--- config.mk ---
export PLATFORM = sky130hd
export DESIGN_NAME = sync_byte_fifo
export DESIGN_NICKNAME = d
export VERILOG_FILES = /design/src/rtl/sync_byte_fifo_pkg.sv /design/src/rtl/sync_byte_fifo_mem.sv /design/src/rtl/sync_byte_fifo.sv
export SDC_FILE = /design/constraint.sdc
export NUM_CORES = 1
export LEC_CHECK = 0
export CORE_MARGIN = 4
export CORE_UTILIZATION = 52
export DETAILED_ROUTE_END_ITERATION = 16
export PLACE_DENSITY = 0.8
export SYNTH_ARGS = -nofsm -noshare
export SYNTH_HDL_FRONTEND = slang
export SYNTH_SLANG_ARGS = --single-unit
--- constraint.sdc ---
create_clock -name clk -period 8.05 [get_ports clk]
set_clock_uncertainty 0.15 [all_clocks]
set_input_delay 1.61 -clock clk [delete_from_list [all_inputs] [get_ports clk]]
set_output_delay 1.61 -clock clk [all_outputs]
set_load 0.1 [all_outputs]
--- src/rtl/sync_byte_fifo_pkg.sv ---
// Purpose : shared constants and helpers for the sync_byte_fifo slice.
//           Address-width rule and the power-of-two depth test used at elaboration.
// Ports   : none (package)
package sync_byte_fifo_pkg;

  // Pointer width for a given depth. A depth of 1 still needs one pointer bit.
  function automatic int unsigned fifo_addr_width(input int unsigned depth);
    return (depth <= 1) ? 1 : $clog2(depth);
  endfunction

  // Pointers wrap for free only when the depth is a power of two.
  function automatic bit fifo_is_pow2(input int unsigned n);
    return (n >= 2) && ((n & (n - 1)) == 0);
  endfunction

endpackage

--- src/rtl/sync_byte_fifo_mem.sv ---
// Purpose : DEPTH x DATA_WIDTH register array for the FIFO.
// Ports   : clk            - rising-edge clock
//           we/waddr/wdata - synchronous write port
//           raddr/rdata    - asynchronous read port
// The array is deliberately not reset.
module sync_byte_fifo_mem
  import sync_byte_fifo_pkg::*;
#(
  parameter int DATA_WIDTH = 8,
  parameter int DEPTH      = 8,
  parameter int AW         = 3
) (
  input  logic                  clk,
  input  logic                  we,
  input  logic [AW-1:0]         waddr,
  input  logic [DATA_WIDTH-1:0] wdata,
  input  logic [AW-1:0]         raddr,
  output logic [DATA_WIDTH-1:0] rdata
);

  logic [DATA_WIDTH-1:0] r_mem [DEPTH];

  always_ff @(posedge clk) begin
    if (we) begin
      r_mem[waddr] <= wdata;
    end
  end

  assign rdata = r_mem[raddr];

endmodule

--- src/rtl/sync_byte_fifo.sv ---
// Purpose : synchronous first-word-fall-through FIFO between the USB3300
//           receive path and the packet parser. Holds the pointers, level
//           counter, status decode and sticky overflow/underflow flags.
// Ports   : clk, rst_n (sync, active low)
//           wr_en/wr_data  - push request and word
//           rd_en/rd_data  - pop request and head word (0 when empty)
//           empty/full/almost_full/level - occupancy status (from level reg)
//           overflow/underflow - sticky error flags, cleared by clr_err
module sync_byte_fifo
  import sync_byte_fifo_pkg::*;
#(
  parameter int DATA_WIDTH  = 8,
  parameter int DEPTH       = 8,
  parameter int AFULL_LEVEL = DEPTH - 2
) (
  input  logic                                       clk,
  input  logic                                       rst_n,
  input  logic                                       wr_en,
  input  logic [DATA_WIDTH-1:0]                      wr_data,
  input  logic                                       rd_en,
  output logic [DATA_WIDTH-1:0]                      rd_data,
  output logic                                       empty,
  output logic                                       full,
  output logic                                       almost_full,
  output logic [fifo_addr_width(DEPTH):0]            level,
  output logic                                       overflow,
  output logic                                       underflow,
  input  logic                                       clr_err
);

  localparam int AW = fifo_addr_width(DEPTH);
  localparam logic [AW:0] C_DEPTH = (AW + 1)'(DEPTH);
  localparam logic [AW:0] C_AFULL = (AW + 1)'(AFULL_LEVEL);

  if (!fifo_is_pow2(DEPTH)) begin : g_depth_check
    $error("sync_byte_fifo: DEPTH must be a power of two >= 2");
  end
  if (AFULL_LEVEL < 1 || AFULL_LEVEL > DEPTH) begin : g_afull_check
    $error("sync_byte_fifo: AFULL_LEVEL must be within 1..DEPTH");
  end

  logic [AW-1:0]         r_wr_ptr;
  logic [AW-1:0]         r_rd_ptr;
  logic [AW:0]           r_level;
  logic                  r_overflow;
  logic                  r_underflow;

  logic                  w_empty;
  logic                  w_full;
  logic                  w_push_ok;
  logic                  w_pop_ok;
  logic                  w_mem_we;
  logic [DATA_WIDTH-1:0] w_head;

  // Status comes only from the level register, never from wr_en/rd_en.
  assign w_empty = (r_level == '0);
  assign w_full  = (r_level == C_DEPTH);

  // A pop while full frees the head, so the push in that cycle is accepted.
  assign w_push_ok = wr_en & (~w_full | rd_en);
  assign w_pop_ok  = rd_en & ~w_empty;

  // Reset wins over the write port too, so the word presented during reset is dropped.
  assign w_mem_we = w_push_ok & rst_n;

  sync_byte_fifo_mem #(
    .DATA_WIDTH (DATA_WIDTH),
    .DEPTH      (DEPTH),
    .AW         (AW)
  ) u_mem (
    .clk   (clk),
    .we    (w_mem_we),
    .waddr (r_wr_ptr),
    .wdata (wr_data),
    .raddr (r_rd_ptr),
    .rdata (w_head)
  );

  always_ff @(posedge clk) begin
    if (!rst_n) begin
      r_wr_ptr    <= '0;
      r_rd_ptr    <= '0;
      r_level     <= '0;
      r_overflow  <= 1'b0;
      r_underflow <= 1'b0;
    end else begin
      if (w_push_ok) begin
        r_wr_ptr <= r_wr_ptr + 1'b1;
      end
      if (w_pop_ok) begin
        r_rd_ptr <= r_rd_ptr + 1'b1;
      end
      case ({w_push_ok, w_pop_ok})
        2'b10:   r_level <= r_level + 1'b1;
        2'b01:   r_level <= r_level - 1'b1;
        default: r_level <= r_level;
      endcase

      // Set beats clear when an error lands in the same cycle as clr_err.
      if (wr_en & w_full & ~rd_en) begin
        r_overflow <= 1'b1;
      end else if (clr_err) begin
        r_overflow <= 1'b0;
      end
      if (rd_en & w_empty) begin
        r_underflow <= 1'b1;
      end else if (clr_err) begin
        r_underflow <= 1'b0;
      end
    end
  end

  assign rd_data     = w_empty ? '0 : w_head;
  assign empty       = w_empty;
  assign full        = w_full;
  assign almost_full = (r_level >= C_AFULL);
  assign level       = r_level;
  assign overflow    = r_overflow;
  assign underflow   = r_underflow;

endmodule

# Word-level counts from Yosys, hierarchy flattened

Memory sizes are Yosys's and may differ from the RTL's. A register that Yosys moved wholly into a read port is not among the register bits.
Cells that the tools add are included.

Add/subtract/negate cells: 4
$lt $le $gt $ge: 1
Equality and inequality tests: 3
Muxes and demuxes: 9
Bitwise logic cells: 10
Reductions and logical operators: 4

Operator list:

| kind                                                                                | count |
|---|---|
| 8-bit 2-to-1 mux                                                                    | 1 |
| 4-bit case mux with 2 select lines                                                  | 1 |
| 3-bit by 1-bit adder with 3-bit output, second input constant                       | 2 |
| 1-bit bitwise AND                                                                   | 6 |
| 3-bit 2-to-1 mux                                                                    | 2 |
| 2-bit nonzero test                                                                  | 3 |
| 1-bit 2-to-1 mux                                                                    | 5 |
| 4-bit by 1-bit adder with 4-bit output, second input constant                       | 1 |
| 4-bit equality test, second input constant                                          | 1 |
| 4-bit by 3-bit greater-or-equal comparator with 1-bit output, second input constant | 1 |
| 4-bit logical NOT                                                                   | 1 |
| 4-bit by 1-bit subtractor with 4-bit output, second input constant                  | 1 |
| 1-bit inverter                                                                      | 3 |
| 2-bit by 1-bit equality test with 1-bit output, second input constant               | 1 |
| 2-bit equality test, second input constant                                          | 1 |
| 1-bit bitwise OR                                                                    | 1 |

Flip-flop bits (word level): 12
Memory bits (writable): 64
Input bits: 13
Output and inout bits: 17
Word-level logic and storage cells: 37
Memories kept: 1

Memory list:

| memory      | depth | width | read ports | clocked after Yosys merged registers in | wr ports | RTL line                 | RTL |
|---|---|---|---|---|---|---|---|
| u_mem.r_mem | 8     | 8     | 1          | 1                                       | 1        | sync_byte_fifo_mem.sv:21 | `logic [DATA_WIDTH-1:0] r_mem [DEPTH];` |

# Depth between registers and ports, before layout

Gate-level depths: netlist of run 1.

Word-level depth: 7
Mapped depth: 10
Gate-level depth less buffers: 8

# Cells and area by module

From an unflattened synthesis of run 1, not the netlist that was laid out.

Cells, all modules: 184
Area total of the unflattened synthesis: 3216.8 µm²

By module, submodules not included:

| module             | times used | cells an instance | area an instance (µm²) | sequential area each (µm²) |
|---|---|---|---|---|
| sync_byte_fifo_mem | 1          | 106               | 2531.2                 | 1921.8 |
| sync_byte_fifo     | 1          | 78                | 685.7                  | 240.2 |

# Least setup slack after synthesis of run 1

OpenSTA, ideal clock, no wires.

Kind: register to output
From: register r_level[0], in the netlist level[0]
To: output rd_data[0]
Data arrival time: 2.887 ns
Required time: 6.290 ns
Slack: 3.403 ns
Stages on the path, launching flop included: 4
Path buffers: 0
Cell sequence: dfxtp_1 > or4_4 > inv_2 > nor2_1

Cells in the longest elaborated chain, start to end: 2

RTL lines:

| what                   | RTL line              | RTL |
|---|---|---|
| start, declared        | sync_byte_fifo.sv:44  | `logic [AW:0] r_level;` |
| start signal, assigned | sync_byte_fifo.sv:94  | `2'b10: r_level <= r_level + 1'b1;` |
| start signal, assigned | sync_byte_fifo.sv:95  | `2'b01: r_level <= r_level - 1'b1;` |
| start signal, assigned | sync_byte_fifo.sv:96  | `default: r_level <= r_level;` |
| 4-bit logical NOT      | sync_byte_fifo.sv:56  | `assign w_empty = (r_level == '0);` |
| via empty              | sync_byte_fifo.sv:22  | `output logic empty,` |
| 8-bit 2-to-1 mux       | sync_byte_fifo.sv:113 | `assign rd_data = w_empty ? '0 : w_head;` |
| end, declared          | sync_byte_fifo.sv:21  | `output logic [DATA_WIDTH-1:0] rd_data,` |

The timed path passes the listed nets, and every way through them passes these cells.

==> run_results.csv, run 1 <==
group,metric,value,unit
global_routing,grt_pass1_vias,1758,
sta,setup_tns,0,ps
routing,drtPass1Iterations,4,
sta,final.period_utilization,61.1,%
run_status,status,"finished clean",
clocking,cts_root_buf,"clkbuf_8",
setup_path,ff2ff_path_depth,8,
routing,ant_nets,0,
global_routing,grt_pass1_wl,9.10,mm
synth,synth_warnings,0,
global_routing,grt_max_degree,17,
worst_hold_path,min-delay-start,"level[3]",
floorplanning,boundaryPins,30,
routing,vias,1693,
worst_hold_path,min_path_type,"reg2reg",
setup_path,slowest_stage,"dfxtp_1",
sta,rsz0062_at_grt,"false",
floorplanning,dieHeight,86.4,um
run,maxCapViolCount,0,
final_layout,diodes,0,
final_layout,finish.instance_area,0.00376,sq mm
worst_hold_path,holdPathStages,2,
global_routing,gr-usage-all-layers,16.5,%
synth,synth.top_cell.area_share,60.1,%
setup_path,required,6290,ps
floorplanning,start_util,53.7,%
clocking,clock_path_buffers,2,
clocking,htree_levels,3,
sta,setup_viol,0,
clocking,numCtsBuffers,9,
floorplanning,die_area,0.00747,sq mm
synth,synth.cell_area,0.00320,sq mm
final_layout,layout.nets,242,
setup_path,critical_path_peak_fanout,16,
final_layout,area_delta_synth_final,17.6,%
setup_path,rr_endpoint,"level[2]",
worst_hold_path,hold_end,"level[3]",
synth,yosysTopAreaCell,"edfxtp_1",
synth,avgSynthCellArea,16.8,sq um
synth,syn_inst,190,
synth,syn_nets,207,
synth,synth_top_flop_cell,"edfxtp_1",
sta,fmax,203,MHz
sta,maxSlewViolCount,0,
routing,wl,5.50,mm
setup_path,arrival,3160,ps
pwr,power,1.40,mW
setup_path,r2r_setup_slack,5070,ps
placed_design,place_congestion,0.806,
synth,ys_ff_latch,79,
clocking,post_cts_resize_count,0,
floorplanning,fp.coreArea,0.00596,sq mm
setup_path,crit_chain,"mux4_2, mux2i_1, nor2_1, clkdlybuf4s50_1",
final_layout,fill_cells,453,
placed_design,dp_hpwl,3.57,mm
clocking,cts_setup_buffers,0,
sta,final_hold_viol_count,0,
floorplanning,row_count,28,
clocking,clock_latency,340,ps
clocking,path_clk_slew,70,ps
synth,ys_top_cells_by_area,"edfxtp_1, mux4_2, dfxtp_1, mux2i_1, nor2_1",
sta,fin_crit,4920,ps
routing,via_per_inst,5.55,
placed_design,portBuffers,29,
synth,synth_edf_count,64,
setup_path,start_kind,"register",
setup_path,crit_buf_inv,1,
synth,synth_common_cells,"edfxtp_1, nor2_1, mux4_2",
placed_design,placed_area,0.00357,sq mm
synth,async_reset_ff_share,0,%
sta,worstMarginPinSlew,1060,ps
final_layout,drive_above_1_share,18.3,%
setup_path,crit_path_end_kind,"output port",
setup_path,critPathKind,"reg2out",
pwr,p_leak,1.23,nW
clocking,ctsHoldBuffers,0,
synth,ys_types,35,
clocking,cts_tree,"yes",
clocking,clock_sinks,79,
sta,max_slew_margin,29.2,%
synth,yosysMostFrequentCell,"edfxtp_1",
setup_path,critPathTopFamily,"flip-flops",
routing,drt_iter0_drc,141,
floorplanning,die_w,86.4,um
pwr,power-per-cell-area,371,mW/mm^2
routing,drc,0,
pwr,peakVddDrop,0.394,mV
global_routing,antenna_found_initial,0,
synth,synth-seq-area-share,69.5,%
global_routing,overflow,0,
setup_path,max_stage_delay,1020,ps
routing,wl_per_cell,18.0,um
setup_path,r2r_start,"level[0]",
==> per-stage QoR <==
step                      std cells  setup WS [ps]  hold slack, ps  utilization, %
after floorplan                 190           3400             335               -
after global placement          289           3460             354            59.9
after detailed placement        289           3420             362            59.9
after CTS                       305           3040             375            63.1
after global routing            305           2890             436            63.1
final                           305           3130             374            63.1
==> placed cells by master (no fill, tap or decap), types with 3 or more instances in the layout <==
cell type         n
nand2b_1          3
a21oi_1           4
dfxtp_1          15
xor2_1            4
ha_1              4
mux2i_1          12
clkdlybuf4s50_1  29
mux4_2           16
nand2_1           4
buf_4             4
clkbuf_8          9
nor2b_1           3
nor3_1            4
inv_1             3
nor2_1           21
edfxtp_1         64
==> sequential cells by signal, summed over array words and instances (netlist names), named ones only <==
register     cells
level            4
overflow         1
r_rd_ptr         3
r_wr_ptr         3
u_mem.r_mem     64
underflow        1
==> final cells by class <==
cell class | instances | area, sq um | area share [%]
clock buffers | 11 | 131 | 3.49
clock inverters | 5 | 58.8 | 1.56
inverters | 4 | 15.0 | 0.399
multi-input cells | 98 | 918 | 24.4
flip-flops and latches | 79 | 2220 | 59.1
well taps | 75 | 93.8 | 2.50
repair buffers | 33 | 320 | 8.52
==> worst max path at each step <==
stage / endpoint / slack (ps) / cells after the start
2_1_floorplan: rd_data[0] / 3400 / 3
3_3_place_gp: rd_data[3] / 3460 / 4
3_5_place_dp: rd_data[7] / 3420 / 4
4_1_cts: rd_data[3] / 3040 / 4
5_1_grt: rd_data[3] / 2890 / 4
6_report: rd_data[7] / 3130 / 4
==> per-layer routing <==
metal | track usage (%) | vias to the layer above | part of all wire (%)
met5 | 0 | - | 0
met4 | 7.51 | 0 | 1.7
met2 | 26.2 | 38 | 50
met3 | 3.42 | 12 | 4.5
met1 | 22.1 | 841 | 44
li1 | - | 802 | -
==> worst min-delay path: cells and delay by family (launching register included) <==
family           cells  cell delay (ps)
DFF                  1              360
and+or+nand+nor      1               70
muxes                1               50
==> cell families after synthesis <==
family	synth area share, %
compound gates	2.47
simple gates	7.98
buf+inv	2.11
xor+xnor	1.37
flops	69.5
fa+ha+maj	1.57
mux	15.0
==> where the power goes <==
group	internal [mW]	switching (mW)	total (mW)	leakage [nW]
Clock	0.143	0.133	0.277	0.0912
Combinational	0.183	0.421	0.604	0.438
Sequential	0.465	0.0490	0.514	0.701
No activity file was read; power rests on OpenSTA's default activity.
==> inputs of run 2 (changes only) <==
--- a/config.mk
+++ b/config.mk
@@ -6,9 +6,9 @@
 export NUM_CORES = 1
 export LEC_CHECK = 0
 export CORE_MARGIN = 4
-export CORE_UTILIZATION = 52
+export CORE_UTILIZATION = 51
 export DETAILED_ROUTE_END_ITERATION = 16
-export PLACE_DENSITY = 0.8
+export PLACE_DENSITY = 0.82
 export SYNTH_ARGS = -nofsm -noshare
 export SYNTH_HDL_FRONTEND = slang
 export SYNTH_SLANG_ARGS = --single-unit
==> constraint.sdc (replaced) <==
create_clock -name clk -period 4.3 [get_ports clk]
set_clock_uncertainty 0.15 [all_clocks]
set_input_delay 0.86 -clock clk [delete_from_list [all_inputs] [get_ports clk]]
set_output_delay 0.86 -clock clk [all_outputs]
set_load 0.1 [all_outputs]
==> run_results.csv, run 2 (same netlist as run 1, synthesis figures left out) <==
group,metric,value,unit
run_status,status,"finished clean",
placed_design,portBuffers,29,
global_routing,grtUsageMet3,3.69,%
sta,final_hold_viol_count,0,
pwr,power,2.60,mW
sta,setup_tns,0,ps
routing,drt_iter0_drc,135,
final_layout,layout.nets,245,
clocking,post_cts_resize_count,0,
setup_path,critical_path_peak_fanout,9,
final_layout,layout_common_cells,"edfxtp_1, nor2_1, clkdlybuf4s50_1",
sta,fmax,316,MHz
global_routing,use_met1,21.9,%
final_layout,largest_register_ffs,64,
global_routing,use_met2,27.5,%
worst_hold_path,min-delay-start,"level[3]",
global_routing,grt_pass1_wl,9.05,mm
routing,drtPass1Iterations,4,
sta,max_slew_margin,35.0,%
clocking,cts_root_buf,"clkbuf_8",
clocking,htree_levels,3,
sta,fin_crit,3160,ps
setup_path,crit_chain,"nand2_1, nand2b_1, clkdlybuf4s50_1",
global_routing,grt_pass1_vias,1662,
global_routing,overflow,0,
routing,wl_per_cell,19.2,um
pwr,power-per-cell-area,695,mW/mm^2
placed_design,dp_hpwl,3.74,mm
clocking,clock_sinks,79,
clocking,cts_tree,"yes",
floorplanning,die_w,87.2,um
sta,whs,374,ps
global_routing,busiest_layer,"met2",
floorplanning,boundaryPins,30,
global_routing,grt_max_degree,17,
floorplanning,start_util,53.4,%
global_routing,antenna_found_initial,0,
sta,rsz0062_at_grt,"false",
sta,setup_viol,0,
final_layout,final_util,62.5,%
clocking,ctsHoldBuffers,0,
clocking,path_clk_slew,80,ps
routing,vias,1728,
clocking,cts_setup_buffers,0,
global_routing,gr-usage-all-layers,17.0,%
sta,worstMarginPinSlew,973,ps
pwr,p_leak,1.26,nW
routing,ant_nets,0,
setup_path,r2r_start,"level[0]",
setup_path,start_kind,"register",
setup_path,arrival,2150,ps
worst_hold_path,min_path_type,"reg2reg",
clocking,clock_latency,340,ps
setup_path,crit_path_end_kind,"output port",
routing,wl,5.92,mm
final_layout,regArea,0.00222,sq mm
pwr,peakVddDrop,0.489,mV
floorplanning,die_area,0.00760,sq mm
setup_path,slowest_stage,"clkdlybuf4s50_1",
final_layout,drive_above_1_share,23.2,%
placed_design,place_congestion,0.785,
setup_path,critPathKind,"reg2out",
sta,maxSlewViolCount,0,
setup_path,required,3290,ps
final_layout,diodes,0,
clocking,numCtsBuffers,9,
floorplanning,fp.coreArea,0.00599,sq mm
final_layout,regMostFlops,"u_mem.r_mem",
clocking,clock_path_buffers,2,
setup_path,crit_start,"level[1]",
final_layout,area_delta_synth_final,17.1,%
routing,drc,0,
setup_path,r2r_setup_slack,1350,ps
floorplanning,row_count,28,
final_layout,fill_cells,421,
sta,final.period_utilization,73.6,%
routing,via_per_inst,5.61,
setup_path,max_stage_delay,1120,ps
final_layout,mostFrequentLayoutCell,"edfxtp_1",
final_layout,multi_input_area,908,sq um
run,maxCapViolCount,0,
floorplanning,dieHeight,87.2,um
==> run 2: cell types whose count changed in the layout (fill, tap and decap cells not counted) <==
| cell | previous run | this run |
|---|---|---|
| clkinvlp_4 | 1 | 3 |
| clkdlybuf4s50_1 | 29 | 19 |
| nor3_2 | 2 | 0 |
| buf_4 | 4 | 17 |
| clkinv_2 | 0 | 1 |
| clkbuf_1 | 2 | 1 |
| clkinv_4 | 2 | 0 |
| nor3_1 | 4 | 6 |
==> run 2: worst paths after layout <==
check           endpoint  cells past startpoint
max          almost_full                      3
min             level[3]                      2
max reg2reg     level[2]                      8
min reg2reg     level[3]                      2
==> run 2: cell type report <==
type                       count  share of cell area [%]
clock buffer                  10                    3.41
clock inverter                 6                    1.64
multi-input combinational     98                    24.2
inverter                       4                   0.401
tap                           75                    2.51
timing repair buffer          36                    8.48
sequential                    79                    59.3
==> run 2: metrics by stage <==
step	cell area, sq um	instances	setup WS, ps
2_1_floorplan	3200	190	403
3_3_place_gp	3560	292	956
3_5_place_dp	3560	292	864
4_1_cts	3750	308	1110
5_1_grt	3750	308	1040
6_report	3750	308	1140
==> run 2: worst max-delay path, delay by kind of cell (launching register included) <==
kind / cells / cell delay (ps)
and+or+nand+nor: 2 / 190
DFF: 1 / 490
buffers and inverters: 1 / 1120
==> run 2: routing by layer <==
metal | vias to the layer above | routed length (um)
met5 | - | 0
met4 | 0 | 106
met3 | 8 | 343
met1 | 859 | 2480
li1 | 811 | -
met2 | 50 | 3000
==> run 2: where the power goes <==
group          internal (mW)  leakage, nW  switching, mW  total, mW
logic                  0.327        0.469          0.834       1.16
registers              0.871        0.701         0.0537      0.925
clock network          0.265       0.0859          0.252      0.517
total                   1.46         1.26           1.14       2.60
==> inputs of run 3 (changes only) <==
--- a/config.mk
+++ b/config.mk
@@ -6,9 +6,9 @@
 export NUM_CORES = 1
 export LEC_CHECK = 0
 export CORE_MARGIN = 4
-export CORE_UTILIZATION = 51
+export CORE_UTILIZATION = 52
 export DETAILED_ROUTE_END_ITERATION = 16
-export PLACE_DENSITY = 0.82
+export PLACE_DENSITY = 0.8
 export SYNTH_ARGS = -nofsm -noshare
 export SYNTH_HDL_FRONTEND = slang
 export SYNTH_SLANG_ARGS = --single-unit
==> constraint.sdc (replaced) <==
create_clock -name clk -period 3.2 [get_ports clk]
set_clock_uncertainty 0.15 [all_clocks]
set_input_delay 0.64 -clock clk [delete_from_list [all_inputs] [get_ports clk]]
set_output_delay 0.64 -clock clk [all_outputs]
set_load 0.1 [all_outputs]
==> run_results.csv, run 3 (same netlist as run 1, synthesis figures left out) <==
group,metric,value,unit
floorplanning,die_area,0.00747,sq mm
setup_path,r2r_setup_slack,460,ps
final_layout,final_util,65.1,%
final_layout,fill_cells,425,
floorplanning,boundaryPins,30,
routing,drc,0,
global_routing,grt_pass1_vias,1769,
floorplanning,dieHeight,86.4,um
setup_path,start_kind,"register",
sta,fmax,356,MHz
setup_path,critical_path_peak_fanout,16,
final_layout,layout_common_cells,"edfxtp_1, buf_4, mux4_2",
setup_path,crit_chain,"buf_4, mux4_2, mux2i_1, nor2_2, buf_12",
placed_design,place_congestion,0.757,
clocking,ctsHoldBuffers,0,
setup_path,slowest_stage,"mux4_2",
setup_path,required,2410,ps
setup_path,rr_endpoint,"level[2]",
setup_path,critPathKind,"reg2out",
placed_design,placed_area,0.00370,sq mm
setup_path,critPathTopFamily,"multiplexers",
clocking,post_cts_resize_count,0,
sta,setup_tns,0,ps
placed_design,dpl.cell_count,297,
sta,rsz0062_at_grt,"false",
worst_hold_path,min_path_type,"reg2reg",
final_layout,finish.instance_area,0.00388,sq mm
clocking,cts_root_buf,"clkbuf_8",
clocking,clock_path_buffers,2,
placed_design,dp_hpwl,3.81,mm
floorplanning,die_w,86.4,um
floorplanning,start_util,53.7,%
sta,final.period_utilization,87.8,%
sta,setup_viol,0,
run,maxCapViolCount,0,
final_layout,largest_register_ffs,64,
worst_hold_path,holdPathStages,2,
global_routing,grt_pass1_wl,9.18,mm
setup_path,arrival,2020,ps
final_layout,regMostFlops,"u_mem.r_mem",
final_layout,fin_cells,313,
routing,vias,1756,
clocking,cts_setup_buffers,0,
sta,final_hold_viol_count,0,
pwr,peakVddDrop,0.899,mV
clocking,numCtsBuffers,9,
setup_path,crit_buf_inv,2,
sta,fin_crit,2810,ps
global_routing,gr-usage-all-layers,17.0,%
clocking,cts_tree,"yes",
setup_path,r2r_start,"level[0]",
global_routing,overflow,0,
placed_design,portBuffers,29,
worst_hold_path,min-delay-start,"level[3]",
clocking,clock_sinks,79,
worst_hold_path,hold_end,"level[3]",
routing,wl,5.82,mm
pwr,power,3.70,mW
clocking,clock_latency,350,ps
routing,ant_nets,0,
setup_path,max_stage_delay,550,ps
final_layout,mostFrequentLayoutCell,"edfxtp_1",
routing,drt_iter0_drc,123,
placed_design,dpl_worst_slack,311,ps
routing,drtPass1Iterations,5,
pwr,power-per-cell-area,955,mW/mm^2
sta,fin_ws,391,ps
run_status,status,"finished clean",
final_layout,layout.nets,250,
global_routing,antenna_found_initial,0,
final_layout,drive_above_1_share,32.4,%
setup_path,crit_path_end_kind,"output port",
global_routing,grt_max_degree,17,
clocking,htree_levels,3,
pwr,p_leak,1.32,nW
final_layout,area_delta_synth_final,21.3,%
routing,wl_per_cell,18.6,um
floorplanning,row_count,28,
sta,max_slew_margin,61.0,%
final_layout,diodes,0,
clocking,path_clk_slew,90,ps
sta,whs,353,ps
sta,worstMarginPinSlew,584,ps
routing,via_per_inst,5.61,
sta,maxSlewViolCount,0,
setup_path,ff2ff_path_depth,8,
floorplanning,fp.coreArea,0.00596,sq mm
run 3: cell count changes in the layout (fill, tap and decap cells not counted), moves of 4 or more:
cell	previous run	this run
clkdlybuf4s50_1	19	12
buf_4	17	21
buf_12	0	8
nor2_2	0	8
nor2_1	21	13
run 3: worst max path at each step:
stage | start | end | slack, ps | cells after the start
final | register | rd_data[2] | 390 | 5
after CTS | register | rd_data[2] | 330 | 5
after global routing | register | rd_data[2] | 290 | 5
after global placement | rd_en | level[2] | 360 | 8
after floorplan | level[0] | rd_data[0] | -50 | 3
after detailed placement | wr_en | level[2] | 310 | 8
run 3: routing by layer:
layer / part of all wire [%] / vias up / GRT usage, %
li1: - / 823 / -
met1: 42 / 892 / 21.0
met2: 53 / 34 / 29.1
met3: 3.3 / 7 / 3.61
met4: 1.4 / 0 / 6.80
met5: 0 / - / 0
run 3: area by class of cell:
| type | count | area (sq um) | share of cell area (%) |
|---|---|---|---|
| repair buffers | 41 | 438 | 11.3 |
| well taps | 75 | 93.8 | 2.42 |
| clock buffers | 9 | 124 | 3.19 |
| multi-input cells | 98 | 928 | 23.9 |
| clock inverters | 7 | 56.3 | 1.45 |
| flip-flops and latches | 79 | 2220 | 57.3 |
| inverters | 4 | 15.0 | 0.387 |
run 3: power by group:
| part | total, mW | leakage, nW | internal [mW] | switching, mW |
|---|---|---|---|---|
| sequential | 1.23 | 0.701 | 1.17 | 0.0584 |
| clock | 0.666 | 0.0854 | 0.289 | 0.377 |
| combinational | 1.81 | 0.535 | 0.615 | 1.19 |
run 3: worst reg2reg max path, cell delays in order, from the launching register on:
cell and delay (ps):
dfxtp_1 380, or4_4 560, and2_4 200, ha_1 280
xor2_1 170, ha_1 200, o21a_1 190, or4_1 390
a21oi_1 140
